File: config.mk
export PLATFORM = sky130hd
export DESIGN_NAME = debounced_event_counter
export DESIGN_NICKNAME = d
export VERILOG_FILES = /design/src/rtl/debounced_event_counter.sv
export SDC_FILE = /design/constraint.sdc
export NUM_CORES = 1
export LEC_CHECK = 0
export ABC_CLOCK_PERIOD_IN_PS = 3600
export BUFFER_PORTS_ARGS = -buffer_cell sky130_fd_sc_hd__buf_2
export CAP_MARGIN = 20
export CORE_UTILIZATION = 50
export CTS_CLUSTER_SIZE = 40
export DETAILED_ROUTE_END_ITERATION = 16
export HOLD_SLACK_MARGIN = 0.08
export PLACE_DENSITY = 0.69
export RECOVER_POWER = 50
export SLEW_MARGIN = 20
export SYNTH_ARGS = -nofsm -noshare
export SYNTH_HDL_FRONTEND = slang
export SYNTH_SLANG_ARGS = --single-unit
File: constraint.sdc
create_clock -name clock -period 3.6 [get_ports clock]
set_clock_uncertainty 0.2 [all_clocks]
set_input_delay 0.36 -clock clock [delete_from_list [all_inputs] [get_ports clock]]
set_output_delay 0.36 -clock clock [all_outputs]
set_load 0.005 [all_outputs]
File: src/rtl/debounced_event_counter.sv
// debounced_event_counter: per-channel synchroniser, stable-time debounce,
// edge-qualified event counters and a registered channel readout.
module debounced_event_counter #(
  parameter int CHANNELS        = 4,
  parameter int COUNT_WIDTH     = 8,
  parameter int DEBOUNCE_CYCLES = 1000000,
  parameter int SATURATE        = 0,
  parameter int SEL_WIDTH       = 2
) (
  input  logic                   clock,
  input  logic                   reset,
  input  logic [CHANNELS-1:0]    sw,
  input  logic                   edge_mode,
  input  logic                   count_clear,
  input  logic [SEL_WIDTH-1:0]   sel,
  output logic [CHANNELS-1:0]    debounced,
  output logic [CHANNELS-1:0]    event_pulse,
  output logic [CHANNELS-1:0]    overflow,
  output logic [COUNT_WIDTH-1:0] count_out
);

  localparam int DBW =
    (DEBOUNCE_CYCLES > 1) ? $clog2(DEBOUNCE_CYCLES) : 1;
  localparam logic [DBW-1:0] DB_LAST =
    DBW'(DEBOUNCE_CYCLES - 1);
  localparam logic [COUNT_WIDTH-1:0] CMAX = '1;

  logic [CHANNELS-1:0]    r_s1;
  logic [CHANNELS-1:0]    r_s2;
  logic [COUNT_WIDTH-1:0] w_count [CHANNELS];
  logic [COUNT_WIDTH-1:0] w_sel_count;
  logic [COUNT_WIDTH-1:0] r_count_out;

  always_ff @(posedge clock) begin
    if (reset) begin
      r_s1 <= '0;
      r_s2 <= '0;
    end else begin
      r_s1 <= sw;
      r_s2 <= r_s1;
    end
  end

  for (genvar g = 0; g < CHANNELS; g++) begin : g_ch
    logic [DBW-1:0]         r_dbcnt;
    logic                   r_deb;
    logic                   r_pulse;
    logic                   r_ovf;
    logic [COUNT_WIDTH-1:0] r_count;
    logic                   w_mism;
    logic                   w_flip;
    logic                   w_qual;

    assign w_mism = r_s2[g] ^ r_deb;
    assign w_flip = w_mism && (r_dbcnt == DB_LAST);
    // Falling edges only count in edge_mode; never strobe twice in a row.
    assign w_qual = w_flip && (r_s2[g] || edge_mode) && !r_pulse;

    always_ff @(posedge clock) begin
      if (reset) begin
        r_dbcnt <= '0;
        r_deb   <= 1'b0;
        r_pulse <= 1'b0;
      end else begin
        r_pulse <= w_qual;
        if (!w_mism || w_flip) begin
          r_dbcnt <= '0;
        end else begin
          r_dbcnt <= r_dbcnt + DBW'(1);
        end
        if (w_flip) begin
          r_deb <= r_s2[g];
        end
      end
    end

    // Clear beats a coincident increment; that event is dropped.
    always_ff @(posedge clock) begin
      if (reset || count_clear) begin
        r_count <= '0;
        r_ovf   <= 1'b0;
      end else if (r_pulse) begin
        if (r_count == CMAX) begin
          r_ovf   <= 1'b1;
          r_count <= (SATURATE != 0) ? CMAX : '0;
        end else begin
          r_count <= r_count + COUNT_WIDTH'(1);
        end
      end
    end

    assign debounced[g]   = r_deb;
    assign event_pulse[g] = r_pulse;
    assign overflow[g]    = r_ovf;
    assign w_count[g]     = r_count;
  end

  always_comb begin
    w_sel_count = '0;
    for (int k = 0; k < CHANNELS; k++) begin
      if (sel == SEL_WIDTH'(k)) begin
        w_sel_count = w_count[k];
      end
    end
  end

  always_ff @(posedge clock) begin
    if (reset) begin
      r_count_out <= '0;
    end else begin
      r_count_out <= w_sel_count;
    end
  end

  assign count_out = r_count_out;

endmodule

==> results of run 1 <==
==> registers in the layout (all words and copies together) (netlist names) <==
register / count
g_ch.r_count: 32
count_out: 8
r_s1: 4
g_ch.r_dbcnt: 80
g_ch.r_ovf: 4
r_s2: 4
g_ch.r_deb: 4
g_ch.r_pulse: 4
==> layout by cell type (no fill, tap or decap), drive strengths merged, types with 20 or more instances in the layout <==
cell type / instances
nand2: 37
clkbuf: 27
a21oi: 26
xnor2: 47
nand3: 34
nor2: 115
buf: 23
xor2: 35
dfxtp: 140
inv: 20
nand4: 29
==> worst paths after layout <==
| kind | from | to | slack [ns] |
|---|---|---|---|
| worst min register to register | r_s1[3]$_SDFF_PP0_ | r_s2[3]$_SDFF_PP0_ | 0.25 |
| worst max register to register | g_ch[3].r_dbcnt[14]$_SDFF_PP0_ | g_ch[3].r_dbcnt[17]$_SDFF_PP0_ | 1.34 |
| worst min-delay path | r_s1[3]$_SDFF_PP0_ | r_s2[3]$_SDFF_PP0_ | 0.25 |
| worst max-delay path | reset | g_ch[1].r_count[5]$_SDFFE_PP0P_ | 0.89 |
==> metal layers <==
metal / track usage, % / part of all wire, % / vias up
met1: 23.61 / 47 / 2201
met3: 4.806 / 4.3 / 9
li1: - / - / 2390
met2: 31.98 / 47 / 95
met5: 0 / 0 / -
met4: 9.956 / 1.0 / 0
==> kinds of logic (layout without fill, tap and decap cells) <==
logic type | Yosys count | after routing | synth area share, %
and+or+nand+nor | 317 | 317 | 26.73
muxes | 12 | 12 | 3.599
adders and majority gates | 8 | 8 | 1.636
AOI/OAI and AO/OA | 63 | 63 | 6.155
xor gates and xnor gates | 82 | 82 | 11.74
DFF | 140 | 140 | 45.81
buffers and inverters | 55 | 87 | 4.335
==> final cells by class <==
class / instances / share of cell area [%]
clock inverters: 12 / 2.437
clock buffers: 20 / 6.588
well taps: 147 / 2.653
repair buffers: 35 / 2.798
multi-input cells: 482 / 44.01
inverters: 20 / 1.083
flip-flops and latches: 140 / 40.43
==> where the power goes <==
group | switching (mW) | total (mW) | leakage, nW | internal (mW)
Sequential | 0.00376 | 1.56 | 1.13 | 1.56
Combinational | 0.0294 | 0.0483 | 0.802 | 0.0189
Clock | 0.628 | 1.82 | 0.306 | 1.19
==> what timing repair did <==
item	in CTS	in global routing
endpoints found under the hold margin	7	0
setup endpoints to repair	0	0
hold buffers	5	0
==> worst max-delay path, cell delays in order <==
cell and delay (ns):
sky130_fd_sc_hd__clkbuf_1 0.89, sky130_fd_sc_hd__or2_0 1.18, sky130_fd_sc_hd__a31o_2 0.30, sky130_fd_sc_hd__a21oi_1 0.07
==> metrics by stage <==
step / cells / hold WS, ns / instance area (um^2)
after floorplan: 677 / 0.2138 / 6118
after global placement: 819 / 0.2268 / 6265
after detailed placement: 819 / 0.2368 / 6265
after CTS: 856 / 0.1895 / 6940
after global routing: 856 / 0.2671 / 6932
final: 856 / 0.2458 / 6932
==> load_flow_metrics.sql, run 1 <==
INSERT INTO impl_metrics (metric_group, metric, value, unit) VALUES
('worst_setup_path', 'timing.critical_path.arrival', '2.80', 'ns'),
('worst_setup_path', 'worstPathRequired', '3.70', 'ns'),
('finish', 'multiInputGateArea', '0.003050', 'mm^2'),
('drt', 'drt_pass_1_iters', '4', ''),
('global_routing', 'via_count_of_the_first_global_routing_pass', '4335', ''),
('power', 'power.total', '3.424', 'mW'),
('drt', 'drc', '0', ''),
('power', 'power.density', '494.0', 'mW/mm^2'),
('finish', 'design.final.nets', '714', ''),
('yosys', 'synth_area_leaders', 'sky130_fd_sc_hd__dfxtp_1 (46%), sky130_fd_sc_hd__nor2_1 (7.1%), sky130_fd_sc_hd__xnor2_1 (6.7%), sky130_fd_sc_hd__xor2_1 (5.0%), sky130_fd_sc_hd__mux4_2 (2.9%)', ''),
('drt', 'routed_wirelength', '11470', 'um'),
('timing', 'fin_ws', '0.8922', 'ns'),
('hold_path', 'holdCritPathClass', 'reg2reg', ''),
('worst_setup_path', 'critical_path_class', 'in2reg', ''),
('timing', 'setup_violations', '0', ''),
('yosys', 'synth_most_common_cell', 'sky130_fd_sc_hd__dfxtp_1', ''),
('floorplan', 'floorplan.die_area', '0.01268', 'mm^2'),
('placed_design', 'portBuffers', '29', ''),
('drt', 'antenna_left', '0', ''),
('clock_network', 'cts_made_buffers', '17', ''),
('finish', 'layout-drive-gt1-share', '11.00', '%'),
('yosys', 'yosys_warning_total', '0', ''),
('clock_network', 'clock_latency', '0.42', 'ns'),
('global_routing', 'grt_pass1_wl', '19540', 'um'),
('yosys', 'synth_common_cells', 'sky130_fd_sc_hd__dfxtp_1 (140), sky130_fd_sc_hd__nor2_1 (115), sky130_fd_sc_hd__xnor2_1 (47)', ''),
('global_routing', 'grt_antenna_before_repair', '0', ''),
('floorplan', 'floorplan.io_pins', '30', ''),
('yosys', 'seq_area_frac_synth', '45.81', '%'),
('drt', 'num_vias', '4695', ''),
('finish', 'count_of_antenna_diodes_in_the_layout', '0', ''),
('worst_setup_path', 'critPathCaptureType', 'register', ''),
('timing', 'max_slew.worst_pin.slew', '1.460', 'ns'),
('worst_setup_path', 'worst_r2r_path_depth', '5', ''),
('global_routing', 'groute.usage.overall', '19.43', '%'),
('global_routing', 'largest_net_degree_at_the_start_of_global_routing', '26', ''),
('yosys', 'netlist-cell-type-count', '37', ''),
('hold_path', 'hold_depth', '1', ''),
('run', 'maxCapViolCount', '0', ''),
('power', 'pleak', '2.236', 'nW'),
('clock_network', 'cts-root-to-sink-buffers', '2', ''),
('timing', 'finalCriticalPeriod', '2.708', 'ns'),
('timing', 'slew_headroom', '2.658', '%'),
('timing', 'final.period_utilization', '75.22', '%'),
('finish', 'seq_area', '0.002803', 'mm^2'),
('yosys', 'postSynthAreaPerCell', '9.037', 'um^2'),
('clock_network', 'clock_root_buffer', 'sky130_fd_sc_hd__clkbuf_16', ''),
('placed_design', 'dp_slack', '1.359', 'ns'),
('worst_setup_path', 'crit_path_start_kind', 'primary input', ''),
('yosys', 'synthDominantAreaCellType', 'sky130_fd_sc_hd__dfxtp_1', ''),
('global_routing', 'grt_remaining_overflow', '0', ''),
('yosys', 'synth-edff-count', '0', ''),
('clock_network', 'clkSinkCount', '140', ''),
('finish', 'areaGrowthSynthToFinish', '13.29', '%'),
('clock_network', 'cts_tree', 'yes', ''),
('placed_design', 'detailed_place_hpwl', '7908', 'um'),
('finish', 'fin_util', '57.95', '%'),
('clock_network', 'h_tree_lvl_count', '4', ''),
('timing', 'timing.setup.tns', '0', 'ns'),
('placed_design', 'finalWeightedCongestion', '0.8340', ''),
('drt', 'post_drt_via_cell_ratio', '5.485', ''),
('power', 'vdd.ir_drop.worst', '0.0005086', 'V'),
('yosys', 'synth_cells', '677', ''),
('run_status', 'status', 'complete, no violations', ''),
('floorplan', 'placementRows', '40', ''),
('timing', 'clock.fmax', '369.3', 'MHz'),
('yosys', 'post_synthesis_net_count', '695', ''),
('worst_setup_path', 'critPathMaxFanout', '25', ''),
('yosys', 'synth-main-ff-cell', 'sky130_fd_sc_hd__dfxtp_1', ''),
('floorplan', 'floorplan.initialDensity', '51.15', '%'),
('finish', 'fill_cells', '1057', ''),
('timing', 'report.final.hold_viol_count', '0', '');
Power figures use the tool's default switching activity.
==> run 2, diff against run 1 <==
- ABC_CLOCK_PERIOD_IN_PS: 3600 -> 2730
- clock period: 3.6 -> 2.73 ns (I/O delays scaled with it)
==> load_flow_metrics.sql, run 2 (synthesis gave the netlist of run 1 again) <==
INSERT INTO impl_metrics (metric_group, metric, value, unit) VALUES
('worst_setup_path', 'timing.critical_path.arrival', '2.45', 'ns'),
('clock_network', 'h_tree_lvl_count', '4', ''),
('placed_design', 'detailed_place_hpwl', '8131', 'um'),
('clock_network', 'clkSinkCount', '140', ''),
('worst_setup_path', 'worst_path_max_delay_cell', 'sky130_fd_sc_hd__or4_1', ''),
('global_routing', 'grt_busiest_layer', 'met2', ''),
('floorplan', 'floorplan.initialDensity', '51.15', '%'),
('drt', 'drc', '0', ''),
('floorplan', 'floorplan.io_pins', '30', ''),
('placed_design', 'finalWeightedCongestion', '0.8099', ''),
('power', 'internal_power', '3.431', 'mW'),
('floorplan', 'die_width', '112.6', 'um'),
('worst_setup_path', 'critPathCaptureType', 'register', ''),
('timing', 'grt_setup_unrepaired', 'no', ''),
('finish', 'fin_util', '57.35', '%'),
('worst_setup_path', 'regToRegSetupSlack', '0.43', 'ns'),
('global_routing', 'via_count_of_the_first_global_routing_pass', '4512', ''),
('clock_network', 'cts_made_buffers', '17', ''),
('worst_setup_path', 'path_common_cell', 'sky130_fd_sc_hd__or4_1', ''),
('run', 'maxCapViolCount', '0', ''),
('finish', 'layout-drive-gt1-share', '10.28', '%'),
('worst_setup_path', 'worst_path_largest_cell_delay', '0.67', 'ns'),
('clock_network', 'clock_latency', '0.42', 'ns'),
('global_routing', 'grt_pass1_wl', '20290', 'um'),
('timing', 'setup_violations', '0', ''),
('global_routing', 'groute.layer.met3.usage', '6.749', '%'),
('clock_network', 'clock_root_buffer', 'sky130_fd_sc_hd__clkbuf_16', ''),
('placed_design', 'dp_cells', '820', ''),
('power', 'net-switching-power', '0.8357', 'mW'),
('global_routing', 'largest_net_degree_at_the_start_of_global_routing', '26', ''),
('finish', 'instances_no_fill', '857', ''),
('clock_network', 'path_clk_slew', '0.06', 'ns'),
('timing', 'report.final.hold_viol_count', '0', ''),
('global_routing', 'grt_remaining_overflow', '0', ''),
('worst_setup_path', 'rr_startpoint', 'g_ch[2].r_dbcnt[0]$_SDFF_PP0_', ''),
('drt', 'post_drt_wl_per_cell', '13.57', 'um'),
('finish', 'regMostFlops', 'g_ch.r_dbcnt', ''),
('drt', 'routed_wirelength', '11630', 'um'),
('power', 'vdd.ir_drop.worst', '0.0004675', 'V'),
('timing', 'max_slew.worst_pin.slew', '1.389', 'ns'),
('power', 'power.density', '622.0', 'mW/mm^2'),
('clock_network', 'cts-root-to-sink-buffers', '2', ''),
('drt', 'antenna_left', '0', ''),
('timing', 'final.period_utilization', '84.40', '%'),
('global_routing', 'grt_util_met2', '33.83', '%'),
('timing', 'clock.fmax', '434.0', 'MHz'),
('worst_setup_path', 'worstPathBufferInverterCount', '0', ''),
('worst_setup_path', 'worst_r2r_path_depth', '5', ''),
('finish', 'largest_reg_flops', '80', ''),
('finish', 'mostFrequentLayoutCells', 'sky130_fd_sc_hd__dfxtp_1 (140), sky130_fd_sc_hd__nor2_1 (115), sky130_fd_sc_hd__xnor2_1 (47)', ''),
('worst_setup_path', 'critical_path.cell_chain', 'ha_1 -> nand3_1 -> or4_1 -> or4_1 -> a21oi_1', ''),
('power', 'clock_power_share', '50.3', '%'),
('finish', 'count_of_antenna_diodes_in_the_layout', '0', ''),
('power', 'seq_power_share', '48.2', '%'),
('finish', 'design.final.nets', '715', ''),
('worst_setup_path', 'critical_path_class', 'reg2reg', ''),
('hold_path', 'holdCritPathClass', 'in2reg', ''),
('floorplan', 'core', '0.01196', 'mm^2'),
('run_status', 'status', 'complete, no violations', ''),
('drt', 'drt-initial-drc-count', '175', ''),
('power', 'power.switching_fraction', '19.59', '%'),
('hold_path', 'holdCritStartpoint', 'sel[1]', ''),
('floorplan', 'floorplan.die_area', '0.01268', 'mm^2'),
('global_routing', 'gr-usage-met1', '23.70', '%'),
('floorplan', 'placementRows', '40', ''),
('worst_setup_path', 'critical_path.reg2reg.endpoint', 'g_ch[2].r_dbcnt[18]$_SDFF_PP0_', ''),
('power', 'pleak', '2.209', 'nW'),
('global_routing', 'grt_antenna_before_repair', '0', ''),
('power', 'relative_contribution_of_combinational_cells_to_total_power', '1.5', '%'),
('finish', 'stdcell_area', '0.006860', 'mm^2'),
('worst_setup_path', 'crit_path_start_kind', 'register', ''),
('timing', 'pins_over_their_slew_limit', '0', ''),
('drt', 'drt_pass_1_iters', '4', ''),
('hold_path', 'hold_depth', '3', ''),
('worst_setup_path', 'critPathMaxFanout', '7', ''),
('timing', 'slew_headroom', '7.367', '%'),
('worst_setup_path', 'worst_path_dominant_cell_family', 'simple AND/OR/NAND/NOR gates', ''),
('floorplan', 'die-height', '112.6', 'um'),
('finish', 'final_common_cell', 'sky130_fd_sc_hd__dfxtp_1', ''),
('placed_design', 'portBuffers', '29', ''),
('global_routing', 'groute.usage.overall', '20.10', '%'),
('timing', 'finalCriticalPeriod', '2.304', 'ns'),
('hold_path', 'min_to', 'count_out[4]$_SDFF_PP0_', ''),
('drt', 'post_drt_via_cell_ratio', '5.467', ''),
('placed_design', 'placed_area', '0.006272', 'mm^2'),
('clock_network', 'cts_tree', 'yes', ''),
('finish', 'areaGrowthSynthToFinish', '12.13', '%'),
('drt', 'num_vias', '4685', ''),
('worst_setup_path', 'worstPathRequired', '2.87', 'ns'),
('timing', 'timing.setup.tns', '0', 'ns');
==> run 2: changes by cell type in the layout (fill, tap and decap cells not counted) <==
cell,previous run,this run
sky130_fd_sc_hd__clkinvlp_4,2,0
sky130_fd_sc_hd__bufinv_16,4,2
sky130_fd_sc_hd__clkbuf_8,2,1
sky130_fd_sc_hd__clkbuf_1,8,13
sky130_fd_sc_hd__buf_2,22,20
sky130_fd_sc_hd__clkbuf_2,0,1
sky130_fd_sc_hd__nand3_2,2,1
sky130_fd_sc_hd__buf_4,1,2
sky130_fd_sc_hd__clkinv_4,1,0
sky130_fd_sc_hd__nand3_1,32,33
sky130_fd_sc_hd__clkinv_2,5,7
==> run 2: worst max path at each step <==
stage,to,start,cells past startpoint
2_1_floorplan,g_ch[2].r_dbcnt[18]$_SDFF_PP0_,g_ch[2].r_dbcnt[0]$_SDFF_PP0_,6
3_3_place_gp,g_ch[2].r_dbcnt[18]$_SDFF_PP0_,g_ch[2].r_dbcnt[0]$_SDFF_PP0_,5
3_5_place_dp,g_ch[2].r_dbcnt[18]$_SDFF_PP0_,g_ch[2].r_dbcnt[0]$_SDFF_PP0_,5
4_1_cts,g_ch[2].r_dbcnt[18]$_SDFF_PP0_,g_ch[2].r_dbcnt[0]$_SDFF_PP0_,5
5_1_grt,g_ch[2].r_dbcnt[18]$_SDFF_PP0_,g_ch[2].r_dbcnt[0]$_SDFF_PP0_,5
6_report,g_ch[2].r_dbcnt[18]$_SDFF_PP0_,g_ch[2].r_dbcnt[0]$_SDFF_PP0_,5
==> run 2: power by group through the flow <==
| stage | combinational (mW) | clock (mW) | sequential (mW) |
|---|---|---|---|
| final | 0.0638 | 2.15 | 2.06 |
| after global routing | 0.0708 | 2.28 | 2.06 |
| after CTS | 0.0644 | 2.20 | 2.06 |
| after detailed placement | 0.0588 | 0 | 2.10 |
| after global placement | 0.0575 | 0 | 2.10 |
| after floorplan | 0.0432 | 0 | 2.10 |
==> run 2: metrics by stage <==
step	setup slack (ns)	hold slack, ns	total power [mW]
6_report	0.4259	0.2053	4.267
5_1_grt	0.2697	0.1968	4.409
4_1_cts	0.4733	0.08860	4.316
3_5_place_dp	0.4964	0.2231	2.159
3_3_place_gp	0.5607	0.2252	2.158
2_1_floorplan	0.6230	0.2012	2.142
==> run 2: per-layer routing <==
layer / share of wire, % / wire length (um)
met5: 0 / 0
met4: 1.7 / 194
met3: 4.0 / 460
met2: 48 / 5604
met1: 46 / 5369
==> run 2: final cells by class <==
class	count	area, um^2
Timing Repair Buffer	36	200.2
Sequential cell	140	2803
Clock buffer	23	457.9
Multi-Input combinational cell	482	3045
Inverter	20	75.07
Fill cell	1081	5101
Clock inverter	9	95.09
Tap cell	147	183.9
==> run 2: worst register-to-register path, stage by stage (launching register included) <==
cell and delay (ns):
sky130_fd_sc_hd__dfxtp_1 0.37, sky130_fd_sc_hd__ha_1 0.21, sky130_fd_sc_hd__nand3_1 0.19, sky130_fd_sc_hd__or4_1 0.67
sky130_fd_sc_hd__or4_1 0.43, sky130_fd_sc_hd__a21oi_1 0.17
==> run 2: timing repair <==
item	in CTS	in global routing
endpoints found under the setup margin	0	0
gates resized for setup	0	0
hold buffers	5	0
hold endpoints to repair	8	0
buffers inserted	0	0
